$ cat src/rtl/spi_xfer_sequencer.sv
// MCU-to-SPI transfer sequencer: synchronises MCU strobes, queues TX bytes,
// drives one go/wait/capture handshake per byte and collects replies in an RX FIFO.
module spi_xfer_sequencer #(
  parameter int FIFO_DEPTH = 16,
  parameter int ADDR_W     = 6,
  parameter int DATA_W     = 16
) (
  input  logic              clock,
  input  logic              reset,
  input  logic              mc_we,
  input  logic              mc_oe,
  input  logic [ADDR_W-1:0] mc_add,
  input  logic [DATA_W-1:0] mc_din,
  output logic [DATA_W-1:0] mc_dout,
  output logic              spi_go,
  output logic [7:0]        spi_din,
  input  logic              spi_state,
  input  logic [7:0]        spi_dout,
  output logic              irq
);

  localparam int AW = $clog2(FIFO_DEPTH);
  localparam int LW = AW + 1;

  typedef enum logic [1:0] {S_IDLE = 2'd0, S_GO = 2'd1, S_WAIT = 2'd2} state_t;

  state_t            state_q, state_d;
  logic [2:0]        we_sync_q, we_sync_d, oe_sync_q, oe_sync_d;
  logic [1:0]        tmo_q, tmo_d;
  logic              spi_go_q, spi_go_d, irq_q, irq_d, irq_en_q, irq_en_d;
  logic              tx_ovf_q, tx_ovf_d, rx_unf_q, rx_unf_d, drop_q, drop_d;
  logic [7:0]        spi_din_q, spi_din_d;
  logic [DATA_W-1:0] mc_dout_q, mc_dout_d;
  logic [LW-1:0]     tx_wp_q, tx_wp_d, tx_rp_q, tx_rp_d, rx_wp_q, rx_wp_d, rx_rp_q, rx_rp_d;
  logic [7:0]        tx_mem_q [FIFO_DEPTH], tx_mem_d [FIFO_DEPTH];
  logic [7:0]        rx_mem_q [FIFO_DEPTH], rx_mem_d [FIFO_DEPTH];

  logic          we_rise_s, oe_rise_s, wr_tx_s, wr_ctl_s, flush_s, clr_s, rd_rx_s;
  logic [LW-1:0] tx_level_s, rx_level_s;
  logic          tx_empty_s, tx_full_s, rx_empty_s, rx_full_s;
  logic          start_s, tx_push_s, rx_push_s, rx_pop_s;
  logic [15:0]   status_s;
  logic          unused_ok;

  assign unused_ok = ^mc_din[DATA_W-1:8];

  always_comb begin
    we_sync_d  = {we_sync_q[1:0], mc_we};
    oe_sync_d  = {oe_sync_q[1:0], mc_oe};
    we_rise_s  = we_sync_q[1] & ~we_sync_q[2];
    oe_rise_s  = oe_sync_q[1] & ~oe_sync_q[2];
    wr_tx_s    = we_rise_s && (mc_add == ADDR_W'(0));
    wr_ctl_s   = we_rise_s && (mc_add == ADDR_W'(3));
    rd_rx_s    = oe_rise_s && (mc_add == ADDR_W'(1));
    flush_s    = wr_ctl_s & mc_din[0];
    clr_s      = wr_ctl_s & mc_din[2];

    tx_level_s = tx_wp_q - tx_rp_q;
    rx_level_s = rx_wp_q - rx_rp_q;
    tx_empty_s = (tx_level_s == LW'(0));
    rx_empty_s = (rx_level_s == LW'(0));
    tx_full_s  = (tx_level_s == LW'(FIFO_DEPTH));
    rx_full_s  = (rx_level_s == LW'(FIFO_DEPTH));

    // RX must have room before a start, so a capture never finds it full
    start_s    = (state_q == S_IDLE) && !tx_empty_s && !rx_full_s;
    tx_push_s  = wr_tx_s && !flush_s && (!tx_full_s || start_s);
    rx_push_s  = (state_q == S_WAIT) && !spi_state && !drop_q && !flush_s;
    rx_pop_s   = rd_rx_s && !rx_empty_s;

    state_d   = state_q;
    tmo_d     = tmo_q;
    spi_go_d  = 1'b0;
    spi_din_d = spi_din_q;
    drop_d    = drop_q;
    case (state_q)
      S_IDLE: begin
        if (start_s) begin
          state_d   = S_GO;
          spi_go_d  = 1'b1;
          spi_din_d = tx_mem_q[tx_rp_q[AW-1:0]];
          tmo_d     = 2'd0;
        end else begin
          state_d = S_IDLE;
        end
      end
      S_GO: begin
        if (spi_state) begin
          state_d = S_WAIT;
        end else if (tmo_q == 2'd3) begin
          state_d = S_IDLE;
        end else begin
          tmo_d = tmo_q + 2'd1;
        end
      end
      S_WAIT: begin
        if (!spi_state) begin
          state_d = S_IDLE;
        end else begin
          state_d = S_WAIT;
        end
      end
      default: state_d = S_IDLE;
    endcase

    // A flush while a byte is on the wire marks its reply for discard
    if (start_s) begin
      drop_d = flush_s;
    end else if (flush_s && (state_q != S_IDLE)) begin
      drop_d = 1'b1;
    end else begin
      drop_d = drop_q;
    end

    tx_mem_d = tx_mem_q;
    rx_mem_d = rx_mem_q;
    if (tx_push_s) tx_mem_d[tx_wp_q[AW-1:0]] = mc_din[7:0];
    else tx_mem_d = tx_mem_q;
    if (rx_push_s) rx_mem_d[rx_wp_q[AW-1:0]] = spi_dout;
    else rx_mem_d = rx_mem_q;

    if (flush_s) begin
      tx_wp_d = LW'(0);
      tx_rp_d = LW'(0);
      rx_wp_d = LW'(0);
      rx_rp_d = LW'(0);
    end else begin
      tx_wp_d = tx_wp_q + LW'(tx_push_s);
      tx_rp_d = tx_rp_q + LW'(start_s);
      rx_wp_d = rx_wp_q + LW'(rx_push_s);
      rx_rp_d = rx_rp_q + LW'(rx_pop_s);
    end

    tx_ovf_d = clr_s ? 1'b0 : tx_ovf_q;
    rx_unf_d = clr_s ? 1'b0 : rx_unf_q;
    if (wr_tx_s && tx_full_s && !start_s) tx_ovf_d = 1'b1;
    else tx_ovf_d = tx_ovf_d;
    if (rd_rx_s && rx_empty_s) rx_unf_d = 1'b1;
    else rx_unf_d = rx_unf_d;
    irq_en_d = wr_ctl_s ? mc_din[1] : irq_en_q;

    status_s = {tx_ovf_q, rx_unf_q, (state_q != S_IDLE), 5'(rx_level_s), 3'b000, 5'(tx_level_s)};
    case (mc_add)
      ADDR_W'(1): mc_dout_d = rx_empty_s ? DATA_W'(0) : DATA_W'(rx_mem_q[rx_rp_q[AW-1:0]]);
      ADDR_W'(2): mc_dout_d = DATA_W'(status_s);
      default:    mc_dout_d = DATA_W'(0);
    endcase

    irq_d = irq_en_q && (state_q == S_IDLE) && tx_empty_s && !rx_empty_s;
  end

  always_ff @(posedge clock or posedge reset) begin
    if (reset) begin
      state_q   <= S_IDLE;
      we_sync_q <= 3'b000;
      oe_sync_q <= 3'b111;  // mc_oe idles high; avoids a false end-of-read after reset
      tmo_q     <= 2'd0;
      spi_go_q  <= 1'b0;
      spi_din_q <= 8'h00;
      mc_dout_q <= DATA_W'(0);
      irq_q     <= 1'b0;
      irq_en_q  <= 1'b0;
      tx_ovf_q  <= 1'b0;
      rx_unf_q  <= 1'b0;
      drop_q    <= 1'b0;
      tx_wp_q   <= LW'(0);
      tx_rp_q   <= LW'(0);
      rx_wp_q   <= LW'(0);
      rx_rp_q   <= LW'(0);
      for (int i = 0; i < FIFO_DEPTH; i++) begin
        tx_mem_q[i] <= 8'h00;
        rx_mem_q[i] <= 8'h00;
      end
    end else begin
      state_q   <= state_d;
      we_sync_q <= we_sync_d;
      oe_sync_q <= oe_sync_d;
      tmo_q     <= tmo_d;
      spi_go_q  <= spi_go_d;
      spi_din_q <= spi_din_d;
      mc_dout_q <= mc_dout_d;
      irq_q     <= irq_d;
      irq_en_q  <= irq_en_d;
      tx_ovf_q  <= tx_ovf_d;
      rx_unf_q  <= rx_unf_d;
      drop_q    <= drop_d;
      tx_wp_q   <= tx_wp_d;
      tx_rp_q   <= tx_rp_d;
      rx_wp_q   <= rx_wp_d;
      rx_rp_q   <= rx_rp_d;
      tx_mem_q  <= tx_mem_d;
      rx_mem_q  <= rx_mem_d;
    end
  end

  assign mc_dout = mc_dout_q;
  assign spi_go  = spi_go_q;
  assign spi_din = spi_din_q;
  assign irq     = irq_q;

endmodule

$ cat config.mk
export PLATFORM = sky130hd
export DESIGN_NAME = spi_xfer_sequencer
export DESIGN_NICKNAME = d
export VERILOG_FILES = /design/src/rtl/spi_xfer_sequencer.sv
export SDC_FILE = /design/constraint.sdc
export NUM_CORES = 1
export LEC_CHECK = 0
export ABC_AREA = 1
export BUFFER_PORTS_ARGS = -buffer_cell sky130_fd_sc_hd__clkbuf_2
export CORE_MARGIN = 1
export CORE_UTILIZATION = 25
export CTS_CLUSTER_SIZE = 20
export DETAILED_ROUTE_END_ITERATION = 8
export PLACE_DENSITY_LB_ADDON = 0.08
export SYNTH_ARGS = -nofsm -noshare
export SYNTH_HDL_FRONTEND = slang
export SYNTH_SLANG_ARGS = --single-unit
$ cat constraint.sdc
create_clock -name clock -period 9.95 [get_ports clock]
set_input_delay 1.99 -clock clock [delete_from_list [all_inputs] [get_ports clock]]
set_output_delay 1.99 -clock clock [all_outputs]
set_load 0.01 [all_outputs]
==> out/qor.log, run 1 <==
qor: critical_path.worst_setup_path_end_kind register
qor: timing.drv_slew 0
qor: logic_synthesis.synth_edf_count 0
qor: die.core 60500 µm²
qor: clock_network.number_of_h_tree_levels 2
qor: cells_and_area.postLayoutCoreUtil 0.291
qor: timing.max-slew-margin-rel 0.172
qor: timing.slew_of_the_pin_with_the_lowest_slew_margin 1240 ps
qor: logic_synthesis.synth.avg_cell_area 8.36 µm²
qor: logic_synthesis.ys_seq_area_frac 0.516
qor: cells_and_area.area_of_the_multi_input_gates 6480 µm²
qor: power.clock_power_share 0.368
qor: critical_path.worst_path_max_delay_cell sky130_fd_sc_hd__nand2_4
qor: drt.drt-wirelength-per-cell 19.6 µm
qor: power.p_int 2.81 mW
qor: critical_path.crit_path_frequent_cell sky130_fd_sc_hd__nand2_1
qor: timing.clock_skew 21.1 ps
qor: timing.timing.final.hold_violations 0
qor: die.rows 90
qor: global_routing.largest_net_degree_at_the_start_of_global_routing 167
qor: drt.firstDrtPassIters 5
qor: critical_path.regToRegStartpoint rx_rp_q[1]
qor: placed_design.gpl.final_weighted_congestion 0.767
qor: global_routing.gr-total-overflow 0
qor: drt.vias 12600
qor: clock_network.cts_num_sinks 316
qor: power.p_per_area 250 nW/µm²
qor: critical_path.path_max_fanout 90
qor: critical_path.crit_path_max_incr_delay 620 ps
qor: placed_design.hpwl 31.6 mm
qor: clock_network.clk_transition_reported_paths 50 ps
qor: power.ir_worst_vdd 0.000111 V
qor: job.maxCapViolCount 0
qor: drt.antenna_left 0
qor: logic_synthesis.post_synth_inst_count 1835
qor: drt.vias_per_cell 4.77
qor: drt.totalWireLength 51.9 mm
qor: timing.max_freq 223 MHz
qor: logic_synthesis.ys.flop_type sky130_fd_sc_hd__dfrtp_1
qor: die.die_width 250 µm
qor: logic_synthesis.post-synth-top-area-cell sky130_fd_sc_hd__dfrtp_1
qor: logic_synthesis.asyncSetResetFlopFracSynth 1.00
qor: clock_network.cts_root_buffer sky130_fd_sc_hd__clkbuf_16
qor: clock_network.insertion_delay 570 ps
qor: logic_synthesis.synth_top_area_frac 0.511
qor: cells_and_area.layout-drive-gt1-share 0.0998
qor: critical_path.worst-setup-path-type reg -> reg
qor: cells_and_area.antennaDiodeCount 0
qor: clock_network.clock_tree_from_tritoncts built
qor: logic_synthesis.yosysWarningCount 0
qor: critical_path.worst_ep_required_time 10380 ps
qor: clock_network.cts_inserted_buffers 42
qor: logic_synthesis.synth.area.top_cells sky130_fd_sc_hd__dfrtp_1 (51%), sky130_fd_sc_hd__nand2_1 (15%), sky130_fd_sc_hd__o21ai_0 (6.2%)
qor: clock_network.total_of_cells_resized_after_clock_tree_synthesis 0
qor: critical_path.critical_path.cell_chain clkinv_1 > buf_4 > fa_1 > xor2_1 > nor2_1 > nand3_2 > nand3_4 > nand2_4 > buf_12 > nand3_1 > nand2_1 > nand2_1
qor: logic_synthesis.postSynthNetCount 1893
qor: die.ioPinCount 61
qor: logic_synthesis.ys_top_cells_by_count sky130_fd_sc_hd__nand2_1 (611), sky130_fd_sc_hd__dfrtp_1 (313), sky130_fd_sc_hd__o21ai_0 (189)
qor: die.fp.dieArea 62400 µm²
qor: min_path.timing.hold.worst.start we_sync_q[0]
qor: drt.route.detailed.drc 0
qor: die.floorplan.initialDensity 0.254
qor: timing.finalSetupTns 0 ps
qor: logic_synthesis.synth_area 15300 µm²
qor: cells_and_area.area.growth.synth_to_final 14.7%
qor: global_routing.antenna_violations_before_repair 0
qor: critical_path.critPathTopFamily simple AND/OR/NAND/NOR gates
qor: clock_network.max-clock-path-buffers 3
qor: critical_path.startpoint_type register
qor: critical_path.setup.worst_path.start rx_rp_q[1]
qor: placed_design.port-buffer-count 52
qor: cells_and_area.register_area 7910 µm²
qor: logic_synthesis.yosysMostFrequentCell sky130_fd_sc_hd__nand2_1
qor: timing.grt_setup_unrepaired false
qor: cells_and_area.final_net_count 1890
qor: global_routing.first_global_vias 12200
qor: power.sw_share 0.363
qor: timing.timing.final.crit_share 0.452
qor: cells_and_area.num-fill-cells 6449
qor: timing.report.final.setup_viol 0
qor: drt.drt-initial-drc-count 880
qor: power.sequentialPowerShare 0.355
qor: timing.finalCriticalPeriod 4490 ps
qor: power.power.total 4.41 mW
qor: clock_network.postCtsHoldBufs 0
qor: power.power_leakage 8.46 nW
qor: power.power.switching 1.60 mW
qor: run_status.outcome completed
qor: logic_synthesis.yosysUniqueCellTypes 45
qor: global_routing.first_pass_grt_wire_length 80.2 mm
qor: global_routing.grt.total_usage 0.167
qor: die.die_h 250 µm
qor: min_path.min_path_type reg -> reg
qor: clock_network.cts_post_setup_buffers_inserted 0
qor: power.comb_power_share 0.278
qor: critical_path.arrival 4930 ps
qor: logic_synthesis.yosys_register_bits 316
qor: critical_path.worstPathBufferInverterCount 3
per-stage QoR:
step / cells / setup WS [ps] / hold slack, ps / cell area, µm²
global route: 2645 / 5090 / 359 / 17600
CTS: 2645 / 5370 / 356 / 17600
global placement: 2570 / 4920 / 348 / 16100
floorplan: 1835 / 3750 / 331 / 15300
detailed placement: 2570 / 4940 / 343 / 16100
finish: 2645 / 5460 / 350 / 17600
cell families (layout without fill, tap and decap cells):
family,after synthesis,after routing,share of synthesized area
AND/OR/NAND/NOR,960,960,0.279
buffers and inverters,199,227,0.0621
XOR/XNOR,10,10,0.00571
multiplexers,1,1,0.000734
adder cells (fa/ha/maj),23,23,0.0197
flip-flops,316,316,0.516
AO/OA/AOI/OAI,326,326,0.117
layout by cell type (no fill, tap or decap), types with 3 or more instances in the layout:
master and count:
sky130_fd_sc_hd__nand3_1 70, sky130_fd_sc_hd__nor2_1 110, sky130_fd_sc_hd__o21ai_1 25, sky130_fd_sc_hd__clkinv_2 3, sky130_fd_sc_hd__dfstp_2 3, sky130_fd_sc_hd__a31o_2 6, sky130_fd_sc_hd__a21oi_1 49, sky130_fd_sc_hd__clkbuf_16 43
sky130_fd_sc_hd__dfrtp_1 311, sky130_fd_sc_hd__nor3_2 4, sky130_fd_sc_hd__clkbuf_2 52, sky130_fd_sc_hd__xor2_1 8, sky130_fd_sc_hd__a32o_1 4, sky130_fd_sc_hd__clkbuf_8 12, sky130_fd_sc_hd__a22oi_1 8, sky130_fd_sc_hd__inv_1 67
sky130_fd_sc_hd__o21ai_0 189, sky130_fd_sc_hd__clkbuf_1 9, sky130_fd_sc_hd__clkinv_1 6, sky130_fd_sc_hd__a211oi_1 5, sky130_fd_sc_hd__nand2_1 611, sky130_fd_sc_hd__clkinvlp_4 3, sky130_fd_sc_hd__nand4_1 135, sky130_fd_sc_hd__buf_12 3
sky130_fd_sc_hd__o22ai_1 20, sky130_fd_sc_hd__o211ai_1 6, sky130_fd_sc_hd__ha_1 21, sky130_fd_sc_hd__nand4_4 5, sky130_fd_sc_hd__nand3_2 11, sky130_fd_sc_hd__nor3_1 4, sky130_fd_sc_hd__buf_4 20, sky130_fd_sc_hd__inv_2 3
sky130_fd_sc_hd__bufinv_16 5, sky130_fd_sc_hd__o221ai_1 10
worst paths after layout:
| path | to | slack (ps) | cells past startpoint |
|---|---|---|---|
| setup / recovery | tx_mem_q[125] | 5460 | 12 |
| hold / removal | we_sync_q[1] | 350 | 0 |
| setup reg to reg | tx_mem_q[125] | 5460 | 12 |
| hold reg to reg | we_sync_q[1] | 350 | 0 |
| max in group asynchronous | rx_mem_q[31] | 6950 | 3 |
| min in group asynchronous | tmo_q[0] | 1470 | 2 |
cell type report:
class	count	area share
tap	782	0.0556
inverter	77	0.0166
clock buffer	64	0.0725
timing repair buffer	75	0.0267
sequential	316	0.450
multi-input combinational	1320	0.368
clock inverter	11	0.0107
power groups by stage:
stage | registers, mW | logic [mW] | clock network (mW)
2_1_floorplan | 1.54 | 0.855 | 0
3_3_place_gp | 1.58 | 1.25 | 0
3_5_place_dp | 1.58 | 1.24 | 0
4_1_cts | 1.56 | 1.25 | 1.68
5_1_grt | 1.58 | 1.37 | 1.72
6_report | 1.56 | 1.22 | 1.62
flip-flops by register name, summed over array words and instances, names as in the netlist, 2 cells and up:
signal	count
rx_wp_q	5
tx_wp_q	5
oe_sync_q	3
tmo_q	2
we_sync_q	3
spi_din	8
rx_rp_q	5
state_q	2
tx_rp_q	5
rx_mem_q	128
tx_mem_q	128
mc_dout	16
layer usage:
metal	track usage	up-vias	wire length, µm
li1	-	6178	-
met4	0.0529	0	1400
met3	0.0208	71	1650
met5	0	-	0
met1	0.234	6142	24800
met2	0.265	213	24000
Note: power is estimated with default switching activity, not from simulation.
==> run 2: changes to the inputs <==
==> constraint.sdc (replaced) <==
create_clock -name clock -period 4.5 [get_ports clock]
set_input_delay 0.9 -clock clock [delete_from_list [all_inputs] [get_ports clock]]
set_output_delay 0.9 -clock clock [all_outputs]
set_load 0.01 [all_outputs]
==> out/qor.log, run 2 (synthesis gave the netlist of run 1 again) <==
qor: die.floorplan.initialDensity 0.254 [unchanged]
qor: drt.drt-initial-drc-count 883 [was 880]
qor: timing.timing.final.crit_share 0.761 [was 0.452]
qor: die.die_h 250 µm [unchanged]
qor: global_routing.gr-total-overflow 0 [unchanged]
qor: global_routing.largest_net_degree_at_the_start_of_global_routing 145 [was 167]
qor: critical_path.worst_ep_required_time 5000 ps [was 10380 ps]
qor: critical_path.crit_path_max_incr_delay 450 ps [was 620 ps]
qor: cells_and_area.antennaDiodeCount 0 [unchanged]
qor: timing.slew_of_the_pin_with_the_lowest_slew_margin 853 ps [was 1240 ps]
qor: die.fp.dieArea 62400 µm² [unchanged]
qor: critical_path.path_depth 17 [was 12]
qor: cells_and_area.num-fill-cells 6516 [was 6449]
qor: timing.drv_slew 0 [unchanged]
qor: die.rows 90 [unchanged]
qor: min_path.whs_path_depth 0 [unchanged]
qor: placed_design.dp.cells 2584 [was 2570]
qor: critical_path.crit_path_frequent_cell sky130_fd_sc_hd__nor2_1 [was sky130_fd_sc_hd__nand2_1]
qor: power.ir_worst_vdd 0.000214 V [was 0.000111 V]
qor: placed_design.hpwl 32.5 mm [was 31.6 mm]
qor: min_path.min_path_type reg -> reg [unchanged]
qor: placed_design.gpl.final_weighted_congestion 0.753 [was 0.767]
qor: cells_and_area.area_of_the_multi_input_gates 6480 µm² [unchanged]
qor: timing.max-slew-margin-rel 0.431 [was 0.172]
qor: cells_and_area.area.growth.synth_to_final 14.6% [was 14.7%]
qor: run_status.outcome completed [unchanged]
qor: cells_and_area.fin_cells 2654 [was 2645]
qor: global_routing.grt.total_usage 0.170 [was 0.167]
qor: timing.grt_setup_unrepaired false [unchanged]
qor: die.die_width 250 µm [unchanged]
qor: timing.max_freq 292 MHz [was 223 MHz]
qor: drt.antenna_left 0 [unchanged]
qor: job.maxCapViolCount 0 [unchanged]
qor: clock_network.number_of_h_tree_levels 2 [unchanged]
qor: clock_network.postCtsHoldBufs 0 [unchanged]
qor: timing.report.final.setup_viol 0 [unchanged]
qor: global_routing.first_pass_grt_wire_length 81.7 mm [was 80.2 mm]
qor: drt.totalWireLength 52.3 mm [was 51.9 mm]
qor: critical_path.arrival 3930 ps [was 4930 ps]
qor: clock_network.cts_post_setup_buffers_inserted 0 [unchanged]
qor: critical_path.rrSetupSlack 1070 ps [was 5460 ps]
qor: min_path.timing.hold.worst.start we_sync_q[0] [unchanged]
qor: clock_network.cts_num_sinks 316 [unchanged]
qor: clock_network.total_of_cells_resized_after_clock_tree_synthesis 0 [unchanged]
qor: drt.firstDrtPassIters 5 [unchanged]
qor: critical_path.setup.worst_path.start rx_wp_q[0] [was rx_rp_q[1]]
qor: timing.finalCriticalPeriod 3430 ps [was 4490 ps]
qor: cells_and_area.layout-drive-gt1-share 0.104 [was 0.0998]
qor: critical_path.worst-setup-path-type reg -> reg [unchanged]
qor: cells_and_area.final_net_count 1903 [was 1890]
qor: critical_path.worstPathBufferInverterCount 4 [was 3]
qor: drt.route.detailed.drc 0 [unchanged]
qor: critical_path.worst_setup_path_end_kind register [unchanged]
qor: clock_network.cts_inserted_buffers 41 [was 42]
qor: drt.vias 12700 [was 12600]
qor: critical_path.worst_r2r_path_depth 17 [was 12]
qor: power.power_leakage 8.46 nW [about the same]
qor: critical_path.worst_path_max_delay_cell sky130_fd_sc_hd__dfrtp_1 [was sky130_fd_sc_hd__nand2_4]
qor: global_routing.antenna_violations_before_repair 0 [unchanged]
qor: clock_network.cts_root_buffer sky130_fd_sc_hd__clkbuf_16 [unchanged]
qor: power.p_per_area 538 nW/µm² [was 250 nW/µm²]
qor: drt.vias_per_cell 4.77 [about the same]
qor: placed_design.port-buffer-count 52 [unchanged]
qor: cells_and_area.final_common_cell sky130_fd_sc_hd__nand2_1 [unchanged]
qor: clock_network.insertion_delay 560 ps [was 570 ps]
qor: cells_and_area.register_area 7910 µm² [unchanged]
qor: drt.drt-wirelength-per-cell 19.7 µm [was 19.6 µm]
qor: clock_network.max-clock-path-buffers 3 [unchanged]
qor: global_routing.first_global_vias 12700 [was 12200]
qor: clock_network.clock_tree_from_tritoncts built [unchanged]
qor: critical_path.critical_path.cell_chain inv_2 > ha_1 > inv_1 > fa_1 > xor2_1 > nor2_1 > nand2_1 > nor2_1 > nor2_1 > inv_1 > nor2_1 > ha_1 > ha_1 > nand3_1 > xor2_1 > or2_2 > inv_1 [was clkinv_1 > buf_4 > fa_1 > xor2_1 > nor2_1 > nand3_2 > nand3_4 > nand2_4 > buf_12 > nand3_1 > nand2_1 > nand2_1]
qor: clock_network.clk_transition_reported_paths 60 ps [was 50 ps]
qor: critical_path.regToRegStartpoint rx_wp_q[0] [was rx_rp_q[1]]
qor: timing.clock_skew 27.1 ps [was 21.1 ps]
qor: cells_and_area.postLayoutCoreUtil 0.291 [about the same]
qor: die.core 60500 µm² [unchanged]
qor: critical_path.path_max_fanout 7 [was 90]
qor: critical_path.critPathTopFamily adder cells [was simple AND/OR/NAND/NOR gates]
qor: critical_path.startpoint_type register [unchanged]
qor: cells_and_area.final_cell_mix sky130_fd_sc_hd__nand2_1 (611), sky130_fd_sc_hd__dfrtp_1 (311), sky130_fd_sc_hd__o21ai_0 (189) [unchanged]
qor: timing.timing.final.hold_violations 0 [unchanged]
qor: die.ioPinCount 61 [unchanged]
-- run 2: cell count changes in the layout (fill, tap and decap cells not counted), sizes merged --
| cell | previous run | this run |
|---|---|---|
| bufinv | 5 | 3 |
| clkbuf | 116 | 109 |
| clkinv | 9 | 14 |
| buf | 23 | 37 |
| inv | 71 | 70 |
-- run 2: per-layer routing --
metal / share of wire / up-vias / track usage
li1: - / 6201 / -
met1: 0.48 / 6241 / 0.236
met2: 0.47 / 174 / 0.275
met3: 0.031 / 54 / 0.0221
met4: 0.021 / 0 / 0.0462
met5: 0 / - / 0
-- run 2: cell type report --
type,count,area share
clock inverters,13,0.00890
well taps,782,0.0557
repair buffers,89,0.0342
inverters,77,0.0167
flip-flops and latches,316,0.450
multi-input cells,1320,0.369
clock buffers,57,0.0658
-- run 2: path summary, 6_finish.rpt --
kind	to
worst max-delay path	rx_rp_q[4]
worst min-delay path	we_sync_q[1]
worst max register to register	rx_rp_q[4]
worst min register to register	we_sync_q[1]
max in group asynchronous	rx_mem_q[29]
min in group asynchronous	state_q[0]
-- run 2: power breakdown --
part           switching (mW)  leakage, nW  internal (mW)
Clock                    1.30        0.642           1.96
Sequential              0.239         4.30           3.18
Combinational            1.95         3.52          0.828
Total                    3.49         8.46           5.97
-- run 2: stage by stage --
stage | total power [mW] | area, µm² | worst slack (ps) | hold slack [ps] | TNS, ps
after detailed placement | 6.28 | 16300 | 1030 | 343 | 0
after CTS | 9.65 | 17600 | 999 | 336 | 0
final | 9.46 | 17600 | 1070 | 355 | 0
after global routing | 10.1 | 17600 | 760 | 357 | 0
after global placement | 6.28 | 16300 | 1060 | 341 | 0
after floorplan | 5.30 | 15300 | -608 | 331 | -190430
-- run 2: worst register-to-register path, delay by kind of cell (launching register included) --
kind / cells / cell delay (ps)
XOR/XNOR: 2 / 430
adder cells (fa/ha/maj): 4 / 1010
buffers and inverters: 4 / 540
flip-flops: 1 / 450
AND/OR/NAND/NOR: 7 / 970
